### src/rtl/sin_meas_pkg.sv
// Shared types and constants for the sine measurement block.
package sin_meas_pkg;

  localparam int unsigned DW      = 8;
  localparam int unsigned CW      = 12;
  localparam int unsigned MID     = 128;
  localparam int unsigned HYST    = 8;
  localparam int unsigned CNT_MAX = (1 << CW) - 1;

  typedef enum logic {
    SEEK = 1'b0,
    RUN  = 1'b1
  } state_e;

endpackage

### src/rtl/sin_meas_if.sv
// Sample input and measurement result bundle for sin_meas.
interface sin_meas_if;
  import sin_meas_pkg::*;

  logic [DW-1:0] din;
  logic          din_vld;
  logic [CW-1:0] period_o;
  logic [DW-1:0] vmax_o;
  logic [DW-1:0] vmin_o;
  logic [DW-1:0] amp_o;
  logic [DW-1:0] dc_o;
  logic          meas_vld;
  logic          lock_o;
  logic          tmo_o;

  modport master (
    output din, din_vld,
    input  period_o, vmax_o, vmin_o, amp_o, dc_o, meas_vld, lock_o, tmo_o
  );

  modport slave (
    input  din, din_vld,
    output period_o, vmax_o, vmin_o, amp_o, dc_o, meas_vld, lock_o, tmo_o
  );

endinterface

### src/rtl/sin_meas_xdet.sv
// Rising mid-scale crossing detector with re-arm hysteresis.
module sin_meas_xdet
  import sin_meas_pkg::*;
#(
  parameter int unsigned MID_P  = MID,
  parameter int unsigned HYST_P = HYST
) (
  input  logic          clk,
  input  logic          rst_n,
  input  logic [DW-1:0] i_din,
  input  logic          i_vld,
  input  logic          i_clr,
  output logic          o_xing_c
);

  localparam logic [DW-1:0] ARM_TH = DW'(MID_P - HYST_P);
  localparam logic [DW-1:0] MID_TH = DW'(MID_P);

  logic r_armed;

  assign o_xing_c = i_vld && r_armed && (i_din >= MID_TH);

  // Clear (timeout) wins over re-arm; a crossing consumes the arm.
  always_ff @(posedge clk or negedge rst_n) begin
    if (!rst_n) begin
      r_armed <= 1'b0;
    end else if (i_vld) begin
      if (i_clr)                r_armed <= 1'b0;
      else if (i_din < ARM_TH)  r_armed <= 1'b1;
      else if (o_xing_c)        r_armed <= 1'b0;
    end
  end

endmodule

### src/rtl/sin_meas.sv
// Period / amplitude meter for the 8-bit sine test path.
// Optional mid-point output enabled by defining SIN_MEAS_DC_EN.
module sin_meas
  import sin_meas_pkg::*;
#(
  parameter int unsigned MID_P  = MID,
  parameter int unsigned HYST_P = HYST
) (
  input  logic        clk,
  input  logic        rst_n,
  sin_meas_if.slave   bus
);

  state_e        r_state;
  state_e        w_state_nxt;
  logic          w_xing;
  logic          w_start;
  logic          w_publish;
  logic          w_accum;
  logic          w_tmo;

  logic [CW-1:0] r_cnt;
  logic [DW-1:0] r_rmax;
  logic [DW-1:0] r_rmin;
  logic [CW-1:0] r_period;
  logic [DW-1:0] r_vmax;
  logic [DW-1:0] r_vmin;
  logic [DW-1:0] r_amp;
  logic          r_meas_vld;
  logic          r_lock;
  logic          r_tmo;

  sin_meas_xdet #(
    .MID_P  (MID_P),
    .HYST_P (HYST_P)
  ) u_xdet (
    .clk      (clk),
    .rst_n    (rst_n),
    .i_din    (bus.din),
    .i_vld    (bus.din_vld),
    .i_clr    (w_tmo),
    .o_xing_c (w_xing)
  );

  always_ff @(posedge clk or negedge rst_n) begin
    if (!rst_n) r_state <= SEEK;
    else        r_state <= w_state_nxt;
  end

  // Crossing beats saturation, so a crossing at CNT_MAX publishes normally.
  always_comb begin
    w_state_nxt = r_state;
    w_start     = 1'b0;
    w_publish   = 1'b0;
    w_accum     = 1'b0;
    w_tmo       = 1'b0;
    case (r_state)
      SEEK: begin
        if (w_xing) begin
          w_start     = 1'b1;
          w_state_nxt = RUN;
        end
      end
      RUN: begin
        if (w_xing) begin
          w_publish = 1'b1;
          w_start   = 1'b1;
        end else if (bus.din_vld) begin
          if (r_cnt == CW'(CNT_MAX)) begin
            w_tmo       = 1'b1;
            w_state_nxt = SEEK;
          end else begin
            w_accum = 1'b1;
          end
        end
      end
      default: w_state_nxt = SEEK;
    endcase
  end

  // Running period statistics; the crossing sample opens the new period.
  always_ff @(posedge clk or negedge rst_n) begin
    if (!rst_n) begin
      r_cnt  <= '0;
      r_rmax <= '0;
      r_rmin <= '1;
    end else if (w_start) begin
      r_cnt  <= CW'(1);
      r_rmax <= bus.din;
      r_rmin <= bus.din;
    end else if (w_accum) begin
      r_cnt <= r_cnt + CW'(1);
      if (bus.din > r_rmax) r_rmax <= bus.din;
      if (bus.din < r_rmin) r_rmin <= bus.din;
    end else if (w_tmo) begin
      r_cnt <= '0;
    end
  end

  always_ff @(posedge clk or negedge rst_n) begin
    if (!rst_n) begin
      r_period   <= '0;
      r_vmax     <= '0;
      r_vmin     <= '0;
      r_amp      <= '0;
      r_meas_vld <= 1'b0;
      r_lock     <= 1'b0;
      r_tmo      <= 1'b0;
    end else begin
      r_meas_vld <= w_publish;
      r_tmo      <= w_tmo;
      if (w_publish) begin
        r_period <= r_cnt;
        r_vmax   <= r_rmax;
        r_vmin   <= r_rmin;
        r_amp    <= r_rmax - r_rmin;
        r_lock   <= 1'b1;
      end else if (w_tmo) begin
        r_lock   <= 1'b0;
      end
    end
  end

`ifdef SIN_MEAS_DC_EN
  logic [DW:0]   w_dc_sum;
  logic [DW-1:0] r_dc;

  assign w_dc_sum = {1'b0, r_rmax} + {1'b0, r_rmin};

  always_ff @(posedge clk or negedge rst_n) begin
    if (!rst_n)         r_dc <= '0;
    else if (w_publish) r_dc <= w_dc_sum[DW:1];
  end

  assign bus.dc_o = r_dc;
`else
  assign bus.dc_o = '0;
`endif

  assign bus.period_o = r_period;
  assign bus.vmax_o   = r_vmax;
  assign bus.vmin_o   = r_vmin;
  assign bus.amp_o    = r_amp;
  assign bus.meas_vld = r_meas_vld;
  assign bus.lock_o   = r_lock;
  assign bus.tmo_o    = r_tmo;

endmodule

### src/flat_wrapper.sv
// flat-port wrapper written by rule: the top's interface ports become plain ports
module sin_meas_flat import sin_meas_pkg::*;
#(
  parameter int unsigned MID_P  = MID,
  parameter int unsigned HYST_P = HYST
)
  (clk, rst_n, bus_din, bus_din_vld, bus_period_o, bus_vmax_o, bus_vmin_o, bus_amp_o, bus_dc_o, bus_meas_vld, bus_lock_o, bus_tmo_o);
  sin_meas_if bus_i ();
  input  logic clk;
  input  logic rst_n;
  input wire logic [$bits(bus_i.din)-1:0] bus_din;
  input wire logic [$bits(bus_i.din_vld)-1:0] bus_din_vld;
  output wire logic [$bits(bus_i.period_o)-1:0] bus_period_o;
  output wire logic [$bits(bus_i.vmax_o)-1:0] bus_vmax_o;
  output wire logic [$bits(bus_i.vmin_o)-1:0] bus_vmin_o;
  output wire logic [$bits(bus_i.amp_o)-1:0] bus_amp_o;
  output wire logic [$bits(bus_i.dc_o)-1:0] bus_dc_o;
  output wire logic [$bits(bus_i.meas_vld)-1:0] bus_meas_vld;
  output wire logic [$bits(bus_i.lock_o)-1:0] bus_lock_o;
  output wire logic [$bits(bus_i.tmo_o)-1:0] bus_tmo_o;
  assign bus_i.din = bus_din;
  assign bus_i.din_vld = bus_din_vld;
  assign bus_period_o = bus_i.period_o;
  assign bus_vmax_o = bus_i.vmax_o;
  assign bus_vmin_o = bus_i.vmin_o;
  assign bus_amp_o = bus_i.amp_o;
  assign bus_dc_o = bus_i.dc_o;
  assign bus_meas_vld = bus_i.meas_vld;
  assign bus_lock_o = bus_i.lock_o;
  assign bus_tmo_o = bus_i.tmo_o;
  sin_meas #(.MID_P(MID_P), .HYST_P(HYST_P)) u_core (.clk(clk), .rst_n(rst_n), .bus(bus_i));
endmodule
### config.mk
export PLATFORM = sky130hd
export DESIGN_NAME = sin_meas_flat
export DESIGN_NICKNAME = d
export VERILOG_FILES = /design/src/rtl/sin_meas_pkg.sv /design/src/rtl/sin_meas_if.sv /design/src/rtl/sin_meas_xdet.sv /design/src/rtl/sin_meas.sv /design/src/flat_wrapper.sv
export SDC_FILE = /design/constraint.sdc
export NUM_CORES = 1
export LEC_CHECK = 0
export CAP_MARGIN = 25
export CELL_PAD_IN_SITES_DETAIL_PLACEMENT = 1
export CELL_PAD_IN_SITES_GLOBAL_PLACEMENT = 2
export CORE_MARGIN = 1
export CORE_UTILIZATION = 30
export CTS_CLUSTER_DIAMETER = 100
export DETAILED_ROUTE_END_ITERATION = 10
export GPL_TIMING_DRIVEN = 0
export PLACE_DENSITY = 0.77
export SYNTH_ARGS = -nofsm -noshare
export SYNTH_HDL_FRONTEND = slang
export SYNTH_SLANG_ARGS = --single-unit
export TNS_END_PERCENT = 1
### constraint.sdc
create_clock -name clk -period 2.2 [get_ports clk]
set_input_delay 0.44 -clock clk [delete_from_list [all_inputs] [get_ports clk]]
set_output_delay 0.44 -clock clk [all_outputs]
set_load 0.1 [all_outputs]
# ---- Word-level counts from Yosys, hierarchy flattened
# Index checks and enable logic that the tools add are counted.
dict set report totals {
  register_bits 69
  rom_bits 0
  n_memories 0
  latchBits 0
  ramBits 0
}
dict set report op_classes {
  n_bitwise 1
  order_cmp 4
  shift 0
  div 0
  add_sub_neg 2
  n_mux 27
  n_eq_ne 1
  multipliers 0
  n_reduce_logical 11
}
# cell count
set ops {}
lappend ops {{8-bit 2-to-1 mux} 6}
lappend ops {{12-bit 2-to-1 mux} 3}
lappend ops {{1-bit 2-to-1 mux} 17}
lappend ops {{12-bit by 1-bit adder with 12-bit output, second input constant} 1}
lappend ops {{12-bit == test, second input constant} 1}
lappend ops {{8-bit >= comparator, second input constant} 1}
lappend ops {{8-bit greater-than comparator} 1}
lappend ops {{8-bit by 7-bit less-than comparator with 1-bit output, second input constant} 1}
lappend ops {{8-bit less-than comparator} 1}
lappend ops {{2-bit nonzero test} 4}
lappend ops {{8-bit subtractor} 1}
lappend ops {{2-bit AND reduction} 3}
lappend ops {{3-bit nonzero test} 2}
lappend ops {{1-bit logical AND} 2}
lappend ops {{1-bit case mux with 2 select lines} 1}
lappend ops {{1-bit inverter} 1}

# ---- Longest topological paths before layout
dict set report logic_depth {
  depth_word 8
  ltp_mapped 9
  mapped_depth_nobuf 9
}

# ---- Cells and area by module
# From an unflattened synthesis, not the netlist that was laid out.
dict set report unflattened {
  hier_cells 350
  hier_area_um2 3648.5
}
# module cells_per_inst seq_area_each_um2 instances area_per_inst_um2
set by_module_without_submodules {}
lappend by_module_without_submodules {sin_meas 344 1711.6 1 3582.2}
lappend by_module_without_submodules {sin_meas_xdet 6 25.0 1 66.3}

# ---- Worst setup path before layout
# OpenSTA, ideal clock, no wires.
dict set report synth_timing {
  path_type {register to register}
  startpoint {register u_core.r_cnt[0]}
  endpoint {register u_core.r_rmin[0]}
  t_arrival_ps 2028
  setup_ps 82
  t_required_ps 2118
  n_path_buf 0
  period_less_slack_ps 2110
  slack_ps 90
  stages_incl_launch_ff 8
  path_cell_list {dfrtp_1 > ha_1 > nand3_1 > nor3_1 > a41o_2 > a211o_2 > a21oi_4 > mux2_2}
}
dict set report synth_via {
  elab_chain_cells 7
}
# item line_no
set synth_rtl {}
lappend synth_rtl {{start: declaration} sin_meas.sv:22} ;# logic [CW-1:0] r_cnt;
lappend synth_rtl {{start signal: assignment} sin_meas.sv:92} ;# r_cnt <= r_cnt + CW'(1);
lappend synth_rtl {{12-bit == test} sin_meas.sv:69} ;# if (r_cnt == CW'(CNT_MAX)) begin
lappend synth_rtl {{1-bit 2-to-1 mux} sin_meas.sv:69}
lappend synth_rtl {{1-bit 2-to-1 mux} sin_meas.sv:68} ;# end else if (bus.din_vld) begin
lappend synth_rtl {{1-bit 2-to-1 mux} sin_meas.sv:65} ;# if (w_xing) begin
lappend synth_rtl {{1-bit 2-to-1 mux} sin_meas.sv:57} ;# case (r_state)
lappend synth_rtl {{2-bit nonzero test (no source line)} --}
lappend synth_rtl {{2-bit AND reduction (no source line)} --}
lappend synth_rtl {{end signal: assignment} sin_meas.sv:90} ;# r_rmin <= bus.din;
lappend synth_rtl {{end signal: assignment} sin_meas.sv:94} ;# if (bus.din < r_rmin) r_rmin <= bus.din;
lappend synth_rtl {{end: declaration} sin_meas.sv:24} ;# logic [DW-1:0] r_rmin;
# No other way between the ends.
# A chain may end at the register's enable or synchronous reset.

# ---- Worst setup path after layout
dict set report layout_timing {
  startpoint {register u_core.r_cnt[1]}
  endpoint {register u_core.r_rmin[2]}
}
# Same word-level chain as after synthesis.

==> impl_metrics.py <==
metrics = {
    "timing": {
        "fin_skew_ns": 0.00791,
        "period_needed_ns": 2.17,
        "drv_slew": 0,
        "tightest_slew_ns": 0.976,
        "finalSetupViolations": 0,
        "fin_crit_sh": 0.984,
        "clock.fmax_mhz": 462,
        "final_hold_viol_count": 0,
        "slew_headroom": 0.352,
        "rsz0062_at_grt": "yes",
    },
    "yosys": {
        "syn_inst": 351,
        "yosysSeqAreaShare": 0.501,
        "yosysUniqueCellTypes": 49,
        "ys.flop_type": "dfrtp_1",
        "async_reset_ff_frac": 1.00,
        "syn_area_mm2": 0.00346,
        "synth_edf_count": 0,
        "syn_avg_cell_area_um2": 9.87,
        "synth-seq-cells": 69,
        "ys.warnings.count": 0,
    },
    "die": {
        "die_h_um": 109,
        "initial_core_util": 0.314,
        "ioPinCount": 58,
        "die_w_um": 109,
        "die-area_mm2": 0.0120,
        "rows": 38,
        "core-area_mm2": 0.0110,
    },
    "setup_path": {
        "reg2reg_depth": 8,
        "cp-endpoint": "u_core.r_rmin[2]",
        "cp.arrival_ns": 2.42,
        "timing.rr.start": "u_core.r_cnt[1]",
        "end_kind": "flip-flop",
        "worst_ep_required_time_ns": 2.45,
        "crit_type": "flip-flop to flip-flop",
        "r2r-end": "u_core.r_rmin[2]",
        "start_kind": "flip-flop",
        "worstPathMaxFanout": 7,
        "startpoint": "u_core.r_cnt[1]",
        "ff2ff_setup_slack_ns": 0.03,
    },
    "grt": {
        "grt_max_degree": 70,
        "grt_pass1_wl_mm": 14.8,
        "grt-ovfl-total": 0,
        "busiest_layer": "met2",
        "grt_pass1_vias": 2849,
        "use_met1": 0.235,
        "antenna_found_initial": 0,
        "grt_usage": 0.167,
        "grt_util_met2": 0.247,
        "grt_use_met3": 0.0373,
    },
    "drt": {
        "dr.pass1.iters": 4,
        "vias_per_cell": 4.87,
        "avgRoutedWirePerCell_um": 15.7,
        "via_count": 2769,
        "drt_wl_total_mm": 8.93,
        "ant_nets": 0,
        "drt_iter0_drc": 89,
        "drcViolationCount": 0,
    },
    "hold_path": {
        "hp-class": "primary input to async pin",
    },
    "clock_tree": {
        "numClockSinks": 69,
        "insertion_delay_ns": 0.33,
        "cts_buffer_depth": 2,
        "cts_hold_buf": 0,
        "root_buffer": "clkbuf_16",
        "cts_made_buffers": 9,
        "h-tree-depth": 3,
        "clk_pin_slew_ns": 0.06,
        "cts_tree": "yes",
    },
    "outcome": {
        "status": "completed",
    },
    "cells_and_area": {
        "instances_no_fill": 569,
        "diodes": 0,
        "layout.nets": 459,
        "drive_above_1_share": 0.175,
        "syn2layout_area_growth_pct": 30.6,
        "fillers": 1273,
    },
    "placed_design": {
        "routabilityCongestion": 0.781,
        "dp_hpwl_mm": 6.49,
        "numPortBuffers": 48,
        "dp.cells": 546,
    },
    "job": {
        "drv_cap": 0,
    },
}
cell usage in the layout, fill, tap and decap left out, types with 3 or more instances in the layout:
| cell | Yosys | layout |
|---|---|---|
| nand4_1 | 4 | 4 |
| clkbuf_16 | 0 | 9 |
| xnor2_1 | 4 | 4 |
| clkbuf_8 | 0 | 3 |
| dlygate4sd2_1 | 0 | 42 |
| nor2b_1 | 3 | 3 |
| dfstp_2 | 8 | 8 |
| inv_1 | 21 | 20 |
| nand2b_1 | 4 | 4 |
| clkbuf_1 | 6 | 8 |
| o31ai_1 | 4 | 4 |
| a21oi_1 | 12 | 11 |
| conb_1 | 1 | 8 |
| mux2_2 | 16 | 16 |
| nand2_1 | 70 | 70 |
| clkdlybuf4s50_1 | 0 | 3 |
| dfrtp_1 | 61 | 59 |
| o21ai_0 | 44 | 42 |
| nand3_1 | 10 | 9 |
| ha_1 | 23 | 20 |
| buf_4 | 8 | 15 |
| and3_1 | 5 | 5 |
| nor2_1 | 11 | 11 |
per-stage QoR:
step | setup slack [ns] | hold slack (ns) | utilization | setup TNS (ns) | cell area (µm²)
finish | 0.0347 | 0.224 | 0.410 | 0 | 4520
global route | -0.0383 | 0.298 | 0.410 | -0.113 | 4520
CTS | 0.00220 | 0.269 | 0.401 | 0 | 4420
floorplan | 0.0901 | 0.144 | - | 0 | 3490
global placement | -1.77 | 0.462 | 0.376 | -136.92 | 4150
detailed placement | -0.657 | 0.466 | 0.376 | -25.37 | 4140
cells by family (layout without fill, tap and decap cells):
logic type / Yosys count / in the layout / share of synthesized area
xor+xnor: 6 / 6 / 0.0152
mux: 17 / 17 / 0.0549
flops: 69 / 69 / 0.501
buf+inv: 39 / 110 / 0.0517
fa+ha+maj: 24 / 24 / 0.0889
other cells: 1 / 8 / 0.00108
compound gates: 75 / 75 / 0.126
simple gates: 120 / 120 / 0.160
cells in the mapped netlist (all sizes together), types with 2 or more instances:
cell,count,area share
nand2,71,0.078
dfrtp,61,0.44
o21ai,44,0.064
ha,23,0.083
inv,21,0.023
mux2,16,0.052
a21oi,13,0.022
buf,11,0.021
nand3,11,0.020
nor2,11,0.012
dfstp,8,0.061
clkbuf,6,0.0065
and3,5,0.0090
nand2b,4,0.0072
nand4,4,0.0072
o31ai,4,0.0087
xnor2,4,0.010
nor2b,3,0.0054
nor3,3,0.0043
a211oi,2,0.0043
a31oi,2,0.0036
xor2,2,0.0051
worst max-delay path, stage by stage, from the launching register on:
cell and delay, ns:
dfrtp_2 0.45, ha_4 0.20, nand3_4 0.07, nor3_4 0.05, a41o_4 0.32, a211o_2 0.33, a21oi_4 0.18, buf_12 0.15
mux2_2 0.33
final cells by class:
cell class	count	area, µm²	share of cell area
multi-input cells	250	1650	0.365
inverters	22	82.6	0.0183
flip-flops and latches	69	1740	0.384
clock inverters	1	5.00	0.00111
clock buffers	15	278	0.0614
plain buffers	17	97.6	0.0216
repair buffers	55	495	0.110
well taps	140	175	0.0387
flip-flops by register name, indices dropped and copies added (netlist names):
name	cells
u_core.bus.period_o	12
u_core.bus.vmin_o	8
u_core.r_state	1
u_core.u_xdet.r_armed	1
u_core.r_cnt	12
u_core.bus.tmo_o	1
u_core.bus.lock_o	1
u_core.bus.amp_o	8
u_core.bus.meas_vld	1
u_core.r_rmin	8
u_core.bus.vmax_o	8
u_core.r_rmax	8
layer usage:
metal  part of all wire  vias to the layer above
li1                   -                     1345
met3              0.032                       10
met2               0.45                       42
met1               0.50                     1372
met4              0.017                        0
met5                  0                        -
worst min path at each step:
stage,start,cells after the start,to
after floorplan,rst_n,0,u_core.bus.amp_o[0]
after global placement,u_core.bus.period_o[8],2,u_core.bus.period_o[8]
after detailed placement,u_core.bus.period_o[8],2,u_core.bus.period_o[8]
after CTS,rst_n,1,u_core.bus.vmax_o[3]
after global routing,rst_n,1,u_core.bus.vmax_o[2]
final,rst_n,1,u_core.bus.vmax_o[3]
what timing repair did:
action | 4_1_cts | 5_1_grt
pin swaps | 4 | 4
buffers inserted | 2 | 5
endpoints found under the setup margin | 91 | 22
resized for setup | 51 | 14
Power is not shown: default switching activity piles up to over one toggle a cycle in this logic, so the estimate is an artifact.
